==> config.mk <==
export PLATFORM = sky130hd
export DESIGN_NAME = puf_multi_cntrlr
export DESIGN_NICKNAME = d
export VERILOG_FILES = /design/src/rtl/puf_multi_cntrlr.sv
export SDC_FILE = /design/constraint.sdc
export NUM_CORES = 1
export LEC_CHECK = 0
export BUFFER_PORTS_ARGS = -buffer_cell sky130_fd_sc_hd__buf_4
export CAP_MARGIN = 15
export CORE_ASPECT_RATIO = 1.4
export CORE_MARGIN = 2
export CORE_UTILIZATION = 45
export DETAILED_ROUTE_END_ITERATION = 8
export GPL_TIMING_DRIVEN = 0
export MAX_ROUTING_LAYER = met4
export PLACE_DENSITY = 0.77
export SLEW_MARGIN = 10
export SYNTH_ARGS = -nofsm -noshare
export SYNTH_HDL_FRONTEND = slang
export SYNTH_SLANG_ARGS = --single-unit
==> constraint.sdc <==
create_clock -name clk -period 2.3 [get_ports clk]
set_input_delay 0 -clock clk [delete_from_list [all_inputs] [get_ports clk]]
set_output_delay 0 -clock clk [all_outputs]
set_load 0.01 [all_outputs]
==> src/rtl/puf_multi_cntrlr.sv <==
// puf_multi_cntrlr: sequences RO-pair PUF evaluation (receive challenge, decode, execute, transmit/dump)
// with a per-state watchdog, abort and debug-dump path.
module puf_multi_cntrlr #(
    parameter int MUX_LENGTH   = 16,
    parameter int REG_BIT_SIZE = 40,
    parameter int NUM_PAIRS    = 4,
    parameter int TIMEOUT_CYC  = 1024,
    localparam int SEL_W       = $clog2(MUX_LENGTH),
    localparam int PI_W        = $clog2(NUM_PAIRS)
) (
    input  logic                    clk,
    input  logic                    rst_n,
    input  logic                    i_start,
    input  logic                    i_op_mode,
    input  logic                    i_rx_ready,
    input  logic                    i_rx_valid,
    input  logic                    i_rx_done,
    input  logic                    i_exec_done,
    input  logic                    i_exec_resp,
    input  logic                    i_tx_done,
    input  logic                    i_abort,
    input  logic [REG_BIT_SIZE-1:0] i_rx_data,
    output logic [2:0]              o_fsm_state,
    output logic                    o_dcod_enable,
    output logic                    o_exec_enable,
    output logic                    o_tx_enable,
    output logic                    o_dump_enable,
    output logic                    o_busy,
    output logic                    o_timeout_err,
    output logic [SEL_W-1:0]        o_sel_mux_0,
    output logic [SEL_W-1:0]        o_sel_mux_1,
    output logic [PI_W-1:0]         o_pair_idx,
    output logic [NUM_PAIRS-1:0]    o_resp
);
    localparam int WD_W = $clog2(TIMEOUT_CYC + 1);

    typedef enum logic [2:0] {
        RESET, WAIT, RECEIVE, RO_DECODER, EXECUTE, TRANSMIT, DUMP, ERROR
    } state_t;

    state_t                  r_state, w_next;
    logic [REG_BIT_SIZE-1:0] r_chal;
    logic [SEL_W-1:0]        r_sel0, r_sel1, w_sel0, w_sel1;
    logic [PI_W-1:0]         r_pidx;
    logic [NUM_PAIRS-1:0]    r_resp;
    logic [WD_W-1:0]         r_wdog;
    logic                    r_dbg;
    logic                    w_dbg, w_evt, w_tmo, w_cnt, w_last, w_adv, w_abort, w_degen;

    assign {w_sel1, w_sel0} = r_chal[r_pidx * (2 * SEL_W) +: 2 * SEL_W];
    assign w_degen = w_sel0 == w_sel1;
    assign w_abort = i_abort && r_state != RESET;
    assign w_dbg   = r_dbg | (i_op_mode && (r_state == RO_DECODER || r_state == EXECUTE));
    assign w_cnt   = r_state == RECEIVE || r_state == EXECUTE || r_state == TRANSMIT || r_state == DUMP;
    assign w_evt   = (r_state == RECEIVE) ? (i_rx_valid && i_rx_done) :
                     (r_state == EXECUTE) ? i_exec_done :
                     (r_state == TRANSMIT || r_state == DUMP) ? i_tx_done : 1'b0;
    // the awaited event beats the final watchdog count
    assign w_tmo   = w_cnt && !w_evt && r_wdog == WD_W'(TIMEOUT_CYC - 1);
    assign w_adv   = (r_state == RO_DECODER && w_degen) || (r_state == EXECUTE && i_exec_done);
    assign w_last  = r_pidx == PI_W'(NUM_PAIRS - 1);

    always_comb begin
        w_next = r_state;
        if (w_abort)
            w_next = WAIT;
        else if (w_tmo)
            w_next = ERROR;
        else
            case (r_state)
                RESET:               w_next = WAIT;
                WAIT:                w_next = (i_start && i_rx_ready) ? RECEIVE : WAIT;
                RECEIVE:             w_next = w_evt ? RO_DECODER : RECEIVE;
                RO_DECODER, EXECUTE: w_next = w_adv ? (!w_last ? RO_DECODER : w_dbg ? DUMP : TRANSMIT) :
                                              (r_state == RO_DECODER) ? EXECUTE : EXECUTE;
                TRANSMIT, DUMP:      w_next = w_evt ? WAIT : r_state;
                ERROR:               w_next = i_start ? ERROR : WAIT;
            endcase
    end

    always_ff @(posedge clk or negedge rst_n) begin
        if (!rst_n) begin
            r_state <= RESET;
            r_chal  <= '0;
            r_sel0  <= '0;
            r_sel1  <= '0;
            r_pidx  <= '0;
            r_resp  <= '0;
            r_wdog  <= '0;
            r_dbg   <= 1'b0;
        end else begin
            r_state <= w_next;
            r_wdog  <= (w_next != r_state || !w_cnt) ? '0 : r_wdog + 1'b1;
            if (w_abort) begin
                r_pidx <= '0;
                r_resp <= '0;
                r_dbg  <= 1'b0;
            end else begin
                if (r_state == RECEIVE && w_evt) begin
                    r_chal <= i_rx_data;
                    r_pidx <= '0;
                    r_resp <= '0;
                    r_dbg  <= 1'b0;
                end else begin
                    r_dbg <= w_dbg;
                end
                if (r_state == RO_DECODER) begin
                    r_sel0 <= w_sel0;
                    r_sel1 <= w_sel1;
                end
                if (r_state == RO_DECODER && w_degen)
                    r_resp[r_pidx] <= 1'b0;
                if (r_state == EXECUTE && i_exec_done)
                    r_resp[r_pidx] <= i_exec_resp;
                if (w_adv && !w_last)
                    r_pidx <= r_pidx + 1'b1;
            end
        end
    end

    assign o_fsm_state   = r_state;
    assign o_dcod_enable = r_state == RO_DECODER;
    assign o_exec_enable = r_state == EXECUTE;
    assign o_tx_enable   = r_state == TRANSMIT;
    assign o_dump_enable = r_state == DUMP;
    assign o_busy        = r_state >= RECEIVE && r_state <= DUMP;
    assign o_timeout_err = r_state == ERROR;
    assign o_sel_mux_0   = r_sel0;
    assign o_sel_mux_1   = r_sel1;
    assign o_pair_idx    = r_pidx;
    assign o_resp        = r_resp;
endmodule

==> metrics.yaml, run 1 <==
status: "finished clean"
min_delay_path_depth: 4
rr_worst_depth: 8
synth_flop_cell: "dfrtp_1"
io_buffers: 65
gp_congestion: 0.874
cp-start-kind: "flip-flop"
fin_skew_ns: 0.00638
drc: 0
grt_pass1_wl_um: 12700
wirelength_um: 7490
yosys.area.top_type: "dfrtp_1"
vdd_drop_max_mv: 0.457
grt_max_degree: 62
fin_nets: 447
antenna_found_initial: 0
path_buf_inv: 2
cp_cell_sequence: "buf_8 -> mux4_2 -> xnor2_2 -> nand3_2 -> nor3_1 -> or3_4 -> buf_6 -> o21ai_2"
path_depth: 8
cts-root-buf: "clkbuf_8"
hold_viol: 0
fmax_ghz: 0.448
max-slew-margin-rel_pct: 47.6
vias: 2593
start_util_pct: 46.2
cts_inserted_buffers: 9
cts.clk_slew.worst_paths_ns: 0.07
layout-drive-gt1-share_pct: 41.5
syn-cell-area_mm2: 0.00338
synthCells: 281
critPathMaxStageDelay_ns: 0.56
die-area_mm2: 0.00823
yosys.cell_types.count: 53
cts_buffer_depth: 2
vias_per_cell: 5.27
netlist.area_leader.share_pct: 45.2
arrival_ns: 2.49
synthTopCellsByCount: "dfrtp_1, mux2_2, nand2_1, xnor2_1, nand3_1"
cts.sinks: 61
grt.overflow.total: 0
period_share_pct: 97.0
synth.most_common_cell: "dfrtp_1"
firstDrtPassIters: 4
path_class: "flip-flop to flip-flop"
async_reset_ff_share_pct: 100
routedWlPerCell_um: 15.2
place_ws_ns: -0.103
synthesis.nets: 337
crit_path_top_delay_cell: "mux4_2"
die_w_um: 77.3
htree_levels: 3
ant_nets: 0
syn_to_final_growth_pct: 34.9
syn_area_per_cell_um2: 12.0
drv_slew: 0
fin_tns_setup_ns: 0
path_max_fanout: 10
hold_path_class: "input pin to flip-flop"
yosys_warnings: 0
die_y_um: 107
min_period_ns: 2.23
postLayoutSetupSlackWorst_ns: 0.0691
worstMarginPinSlew_ns: 0.783
p_per_area_mw_per_mm2: 931
grt_pass1_vias: 2765
cp.required_ns: 2.56
reg2reg_slack_ns: 0.07
cts_tree: "done"
num_antenna_cells: 0
critical-path-top-delay-family: "simple AND/OR/NAND/NOR gates"
ys_seq_area_share_pct: 45.2
cap_violations: 0
leakage_nw: 2.19
coreArea_mm2: 0.00731
place_hpwl_um: 5300
rows: 37
yosys_register_bits: 61
setup_viol: 0
end_kind: "flip-flop"
insertion_delay_ns: 0.33
drt_iter0_markers: 63
track_usage_pct: 20.4
synth.area.top_cells: "dfrtp_1, mux2_2, xnor2_1, mux4_2, mux4_1"
io_pins: 74
synth_edf_count: 0
==> tightest hold or removal path, delay by kind of cell <==
kind | cells | cell delay [ns]
and+or+nand+nor | 1 | 0.07
AOI/OAI and AO/OA | 1 | 0.09
buffers and inverters | 1 | 0.12
muxes | 1 | 0.06
==> stage by stage <==
stage               hold slack [ns]  power, mW  std cells  cell area (µm²)  util, %
detailed placement            0.126       3.30        443             3990     54.6
global placement              0.123       3.26        443             3990     54.6
finish                       0.0537       4.25        492             4560     62.3
global route                 0.0970       4.53        492             4560     62.3
floorplan                    -0.296       2.74        281             3380        -
CTS                          0.0298       4.24        492             4530     61.9
==> cell type report <==
type	count	area (µm²)
Clock buffer	14	173
Tap cell	97	121
Inverter	5	23.8
Sequential cell	61	1530
Multi-Input combinational cell	200	1780
Buffer	14	97.6
Clock inverter	1	5.00
Fill cell	606	2760
Timing Repair Buffer	100	836
==> logic make-up after synthesis <==
group / after synthesis / synth area share [%]
xor+xnor: 22 / 5.70
buf+inv: 20 / 3.44
simple gates: 85 / 13.3
mux: 53 / 21.8
flops: 61 / 45.2
fa+ha+maj: 5 / 1.85
compound gates: 35 / 8.77
==> state kept, by name, summed over array words and instances (netlist names) <==
signal       count
o_sel_mux_0      4
r_chal          32
r_dbg            1
r_wdog          11
o_fsm_state      3
o_pair_idx       2
o_resp           4
o_sel_mux_1      4
==> worst paths after layout <==
kind	end	start
min	o_pair_idx[0]	i_abort
min reg2reg	o_sel_mux_1[2]	o_sel_mux_1[2]
max	r_wdog[8]	o_pair_idx[0]
min in group asynchronous	r_chal[24]	rst_n
max in group asynchronous	o_pair_idx[0]	rst_n
max reg2reg	r_wdog[8]	o_pair_idx[0]
==> cell usage in the layout (no fill, tap or decap), types with 2 or more instances in the layout <==
master / count
mux4_1: 5
mux2i_1: 2
nand3b_1: 3
clkbuf_8: 12
inv_1: 3
mux4_2: 6
ha_1: 5
or2_2: 2
nor2_1: 9
mux2_2: 40
and2_1: 2
xnor2_1: 17
o21a_1: 2
nand2b_1: 3
nand3_1: 11
a211oi_1: 3
xor2_1: 4
and3_1: 8
buf_4: 71
inv_4: 2
a32o_1: 4
dfrtp_1: 60
and4_1: 2
buf_2: 6
o21ai_2: 8
a21oi_1: 4
nand2_1: 31
o21ai_0: 3
clkbuf_1: 2
dlygate4sd3_1: 34
==> repair_timing <==
action | 4_1_cts | 5_1_grt
setup buffers | 0 | 1
gates cloned | 0 | 0
gates resized for setup | 4 | 9
pin swaps | 0 | 1
hold endpoints to repair | 94 | 0
hold buffers | 34 | 0
setup endpoints to repair | 16 | 42
==> routing by layer <==
metal | share of wire [%] | GRT usage, %
met5 | 0 | -
met4 | 1.3 | 8.16
met3 | 3.5 | 3.82
met2 | 55 | 36.0
met1 | 40 | 22.6
==> power breakdown <==
part	internal (mW)	switching, mW
Clock	0.473	0.385
Sequential	1.37	0.221
Combinational	0.970	0.831
Power figures use the tool's default switching activity.
==> inputs of run 2 (changes only) <==
==> constraint.sdc (replaced) <==
create_clock -name clk -period 2.3 [get_ports clk]
set_input_delay 0.46 -clock clk [delete_from_list [all_inputs] [get_ports clk]]
set_output_delay 0.46 -clock clk [all_outputs]
set_load 0.01 [all_outputs]
==> run 2 against run 1 <==
Routed wire length decreased by 6.4%. Register-to-register slack about the same. Fmax increased by 0.15%. Sequential power about the same. Critical endpoint is now r_wdog[6]. Hold slack improved by 0.15 ns. Design area decreased by 7.4%.
==> metrics.yaml, run 2 (synthesis results as in run 1) <==
status: "finished clean"
layout-drive-gt1-share_pct: 45.7  # +4.2 points
io_buffers: 65  # unchanged
fin_nets: 413  # -7.6%
cts.clk_slew.worst_paths_ns: 0.07  # about the same
grt_max_degree: 62  # unchanged
track_usage_pct: 18.9  # -1.5 points
insertion_delay_ns: 0.33  # about the same
largest_register_ffs: 32  # unchanged
final_cells: 458  # -6.9%
cts-root-buf: "clkbuf_8"
critical-path-top-delay-family: "simple AND/OR/NAND/NOR gates"
htree_levels: 3  # unchanged
dr_wl_met3_um: 229  # -13%
hold_path_class: "input pin to asynchronous set/reset pin"
cts_tree: "done"
ctsHoldBuffers: 0  # -100%
routedWlPerCell_um: 15.3  # +0.57%
start_util_pct: 46.2  # unchanged
num_antenna_cells: 0  # unchanged
layout_commonest_cell: "buf_4"
cts_buffer_depth: 2  # unchanged
max-slew-margin-rel_pct: 48.1  # +0.49 points
cap_violations: 0  # unchanged
drc: 0  # unchanged
arrival_ns: 2.48  # about the same
syn_to_final_growth_pct: 24.8
cts.sinks: 61  # unchanged
die_w_um: 77.3  # unchanged
leakage_nw: 2.06  # -6.3%
firstDrtPassIters: 4  # unchanged
vdd_drop_max_mv: 0.550  # +20%
die-area_mm2: 0.00823  # unchanged
top_signal_layer_used: "met4"
met1_length_um: 2870  # -4.5%
worstMarginPinSlew_ns: 0.776  # -0.00730 ns
drv_slew: 0  # unchanged
grt_pass1_wl_um: 11800  # -7.3%
final_cell_mix: "buf_4, dfrtp_1, mux2_2"
fin_skew_ns: 0.00738  # +0.000998 ns
path_max_fanout: 10  # unchanged
grt_pass1_vias: 2589  # -6.4%
reg_top3: "r_chal (32), r_wdog (11)"
fin_area_mm2: 0.00422  # -7.4%
hold_viol: 0  # unchanged
placedCellCount: 443  # unchanged
gp_congestion: 0.874  # unchanged
ant_nets: 0  # unchanged
cp_cell_sequence: "buf_8 -> mux4_2 -> xnor2_2 -> nand3_2 -> nor3_1 -> or3_4 -> buf_6 -> o21ai_2"
setup_viol: 0  # unchanged
path_class: "flip-flop to flip-flop"
period_share_pct: 96.9  # -0.14 points
drt_iter0_markers: 69  # +9.5%
wl_met2_um: 3790  # -8.1%
cts_inserted_buffers: 9  # unchanged
antenna_found_initial: 0  # unchanged
vias_per_cell: 5.36  # +1.7%
regMostFlops: "r_chal"
p_per_area_mw_per_mm2: 994  # +6.7%
min_period_ns: 2.23  # -0.00328 ns
die_y_um: 107  # unchanged
grt.overflow.total: 0  # unchanged
wirelength_um: 7020  # -6.4%
cp.required_ns: 2.56  # about the same
io_pins: 74  # unchanged
end_kind: "flip-flop"
cp-start-kind: "flip-flop"
fmax_ghz: 0.449  # +0.15%
path_buf_inv: 2  # unchanged
rows: 37  # unchanged
dpl_cell_area_mm2: 0.00399  # unchanged
vias: 2455  # -5.3%
coreArea_mm2: 0.00731  # unchanged
place_hpwl_um: 5300  # unchanged
critPathMaxStageDelay_ns: 0.56  # about the same
crit_path_top_delay_cell: "mux4_2"
run 2: worst register-to-register path: stages, from the launching register on:
cell,delay [ns]
dfrtp_2,0.38
buf_8,0.16
mux4_2,0.56
xnor2_2,0.17
nand3_2,0.13
nor3_1,0.07
or3_4,0.39
buf_6,0.17
o21ai_2,0.13
run 2: area by class of cell:
| type | instances | area, µm² |
|---|---|---|
| plain buffers | 14 | 98.8 |
| inverters | 5 | 23.8 |
| clock buffers | 14 | 173 |
| flip-flops and latches | 61 | 1530 |
| repair buffers | 66 | 495 |
| multi-input cells | 200 | 1780 |
| fillers | 649 | 3090 |
| well taps | 97 | 121 |
| clock inverters | 1 | 5.00 |
run 2: layer usage:
metal / track usage, % / up-vias
li1: - / 1172
met1: 21.0 / 1217
met2: 32.9 / 56
met3: 2.89 / 10
met4: 9.18 / 0
met5: - / -
run 2: worst paths after layout:
| path | startpoint | end | slack, ns | depth (start not counted) |
|---|---|---|---|---|
| setup / recovery | o_pair_idx[0] | r_wdog[6] | 0.07 | 8 |
| hold / removal | rst_n | o_resp[0] | 0.20 | 1 |
| setup reg to reg | o_pair_idx[0] | r_wdog[6] | 0.07 | 8 |
| hold reg to reg | o_sel_mux_1[2] | o_sel_mux_1[2] | 0.51 | 1 |
| max in group asynchronous | rst_n | o_pair_idx[0] | 1.56 | 1 |
| min in group clk | i_rx_data[11] | r_chal[11] | 0.36 | 2 |
run 2: power by group:
group	internal (mW)	switching, mW
Sequential	1.37	0.219
Clock	0.473	0.386
Combinational	0.933	0.818
Total	2.77	1.42
run 2: what timing repair did:
| action | in CTS | in global routing |
|---|---|---|
| gates cloned | 0 | 0 |
| resized for setup | 5 | 8 |
| endpoints found under the setup margin | 17 | 42 |
| setup buffers | 0 | 1 |
run 2: through the flow:
stage | setup WS [ns] | utilization, % | hold WS (ns) | total power, mW | TNS, ns
2_1_floorplan | 0.171 | - | 0.164 | 2.74 | 0
3_3_place_gp | -0.0615 | 54.6 | 0.483 | 3.26 | -0.351
3_5_place_dp | -0.103 | 54.6 | 0.499 | 3.30 | -0.551
4_1_cts | 0.00419 | 57.3 | 0.222 | 4.20 | 0
5_1_grt | -0.00798 | 57.7 | 0.251 | 4.47 | -0.0145
6_report | 0.0724 | 57.7 | 0.202 | 4.20 | 0
==> inputs of run 3 (changes only) <==
- PLACE_DENSITY: 0.77 -> 0.66
- clock period: 2.3 -> 2.8 ns (I/O delays scaled with it)
==> run 3 against run 2 <==
Design area shrank 0.39%. Critical path depth shrank 2. Clock skew shrank 0.0029 ns. Hold slack gained 0.090 ns. Critical path type is now flip-flop to primary output. Sequential power shrank 18%. Non-clock buffer count is the same. Highest routed layer unchanged. Critical endpoint is now o_tx_enable. Sequential cell count is the same.
==> metrics.yaml, run 3 (synthesis results as in run 1) <==
cp.required_ns: 2.24  # -0.32 ns
register_area_mm2: 0.00153  # about the same
die_y_um: 107  # unchanged
drv_slew: 0  # unchanged
grt_pass1_wl_um: 11900  # +1.1%
grt_max_degree: 62  # unchanged
path_common_cell: "buf_4"
top_signal_layer_used: "met4"
wl_met2_um: 3710  # -2.0%
setup_viol: 0  # unchanged
dr_wl_met3_um: 362  # +58%
cts.clk_slew.worst_paths_ns: 0.07  # about the same
htree_levels: 3  # unchanged
track_usage_pct: 19.1  # +0.28 points
vias: 2458  # +0.12%
multi_input_area_mm2: 0.00174  # -2.1%
io_pins: 74  # unchanged
largest_register_ffs: 32  # unchanged
cp-start-kind: "flip-flop"
gp_congestion: 0.790  # -9.6%
placedCellCount: 443  # unchanged
arrival_ns: 1.87  # -0.61 ns
vdd_drop_max_mv: 0.502  # -8.8%
final_cells: 458  # unchanged
drc: 0  # unchanged
start_util_pct: 46.2  # unchanged
hold_path_class: "input pin to asynchronous set/reset pin"
pwr-share-clk_pct: 24.3  # +3.8 points
place_hpwl_um: 5270  # -0.47%
n_fill_cell: 669  # +3.1%
ctsHoldBuffers: 0  # unchanged
end_kind: "primary output"
final_cell_mix: "buf_4, dfrtp_1, mux2_2"
leakage_nw: 2.05  # about the same
syn_to_final_growth_pct: 24.4
wirelength_um: 7210  # +2.7%
layout_commonest_cell: "buf_4"
period_share_pct: 86.9
drt_iter0_markers: 103  # +49%
antenna_found_initial: 0  # unchanged
critPathMaxStageDelay_ns: 0.39  # -0.17 ns
fin_tns_setup_ns: 0  # unchanged
worstMarginPinSlew_ns: 0.868  # +0.0928 ns
cts-root-buf: "clkbuf_8"
die-area_mm2: 0.00823  # unchanged
fin_skew_ns: 0.00446  # -0.00292 ns
p_per_area_mw_per_mm2: 842  # -15%
p_sw_share_pct: 32.9  # -1.0 points
die_w_um: 77.3  # unchanged
path_max_fanout: 10  # unchanged
status: "finished clean"
grt_pass1_vias: 2457  # -5.1%
cts_resized: 0  # -5
cts_tree: "done"
insertion_delay_ns: 0.34  # about the same
firstDrtPassIters: 4  # unchanged
vias_per_cell: 5.37  # +0.12%
post-cts-setup-buffers: 0  # unchanged
rsz0062_at_grt: "no"
min_period_ns: 2.43
io_buffers: 65  # unchanged
path_class: "flip-flop to primary output"
layout-drive-gt1-share_pct: 43.5  # -2.2 points
reg_top3: "r_chal (32), r_wdog (11)"
p_seq_share_pct: 36.8  # -1.0 points
coreArea_mm2: 0.00731  # unchanged
finalPower_mw: 3.54  # -16%
routedWlPerCell_um: 15.7  # +2.7%
fin_nets: 413  # unchanged
met1_length_um: 3050  # +6.2%
p_switching_mw: 1.17  # -18%
num_antenna_cells: 0  # unchanged
hold_viol: 0  # unchanged
cp_cell_sequence: "buf_4 -> buf_2 -> buf_1 -> nand2_1 -> nor2_1 -> buf_4"
cts.sinks: 61  # unchanged
fmax_ghz: 0.411
internal_power_mw: 2.37  # -14%
cts_inserted_buffers: 9  # unchanged
cap_violations: 0  # unchanged
regMostFlops: "r_chal"
grt.overflow.total: 0  # unchanged
cts_buffer_depth: 2  # unchanged
ant_nets: 0  # unchanged
pwr-share-comb_pct: 38.9  # -2.8 points
crit_path_top_delay_cell: "dfrtp_1"
max-slew-margin-rel_pct: 41.9  # -6.2 points
rows: 37  # unchanged
[run 3: cell count changes in the layout (fill, tap and decap cells not counted), sizes merged]
cell      before  now
bufinv         0    2
clkinvlp       0    1
clkbuf        15   12
[run 3: path summary, 6_finish.rpt]
check / start / depth (start not counted) / slack [ns] / endpoint
worst max-delay path: o_fsm_state[2] / 6 / 0.37 / o_tx_enable
worst min-delay path: rst_n / 1 / 0.29 / o_fsm_state[0]
worst max register to register: o_pair_idx[0] / 7 / 0.47 / o_resp[0]
worst min register to register: o_sel_mux_1[3] / 1 / 0.51 / o_sel_mux_1[3]
max in group asynchronous: rst_n / 1 / 1.98 / o_resp[1]
min in group clk: i_rx_data[19] / 2 / 0.45 / r_chal[19]
[run 3: critical path, delay by kind of cell, from the launching register on]
| family | cells | cell delay (ns) |
|---|---|---|
| buf+inv | 4 | 0.93 |
| simple gates | 2 | 0.21 |
| flops | 1 | 0.39 |
[run 3: metrics by stage]
step,hold slack (ns),setup WS (ns),cell area (µm²),util [%]
floorplan,0.264,0.671,3380,-
global placement,0.486,0.428,3990,54.6
detailed placement,0.494,0.428,3990,54.6
CTS,0.323,0.356,4200,57.5
global route,0.360,0.227,4200,57.5
finish,0.292,0.367,4200,57.5
[run 3: per-layer routing]
metal / track usage (%) / vias to the layer above
li1: - / 1173
met1: 23.0 / 1224
met2: 31.0 / 54
met3: 5.26 / 7
met4: 6.89 / 0
met5: - / -
[run 3: power groups by stage]
stage	combinational, mW	sequential, mW	clock [mW]
floorplan	0.946	1.30	0
global placement	1.37	1.31	0
detailed placement	1.39	1.32	0
CTS	1.39	1.31	0.881
global route	1.50	1.34	0.920
finish	1.38	1.30	0.860
[run 3: layout make-up]
cell class	instances	area share, %
Clock buffer	11	3.36
Inverter	5	0.506
Sequential cell	61	36.3
Buffer	15	2.26
Clock inverter	4	1.73
Timing Repair Buffer	65	11.6
Tap cell	97	2.89
Multi-Input combinational cell	200	41.3
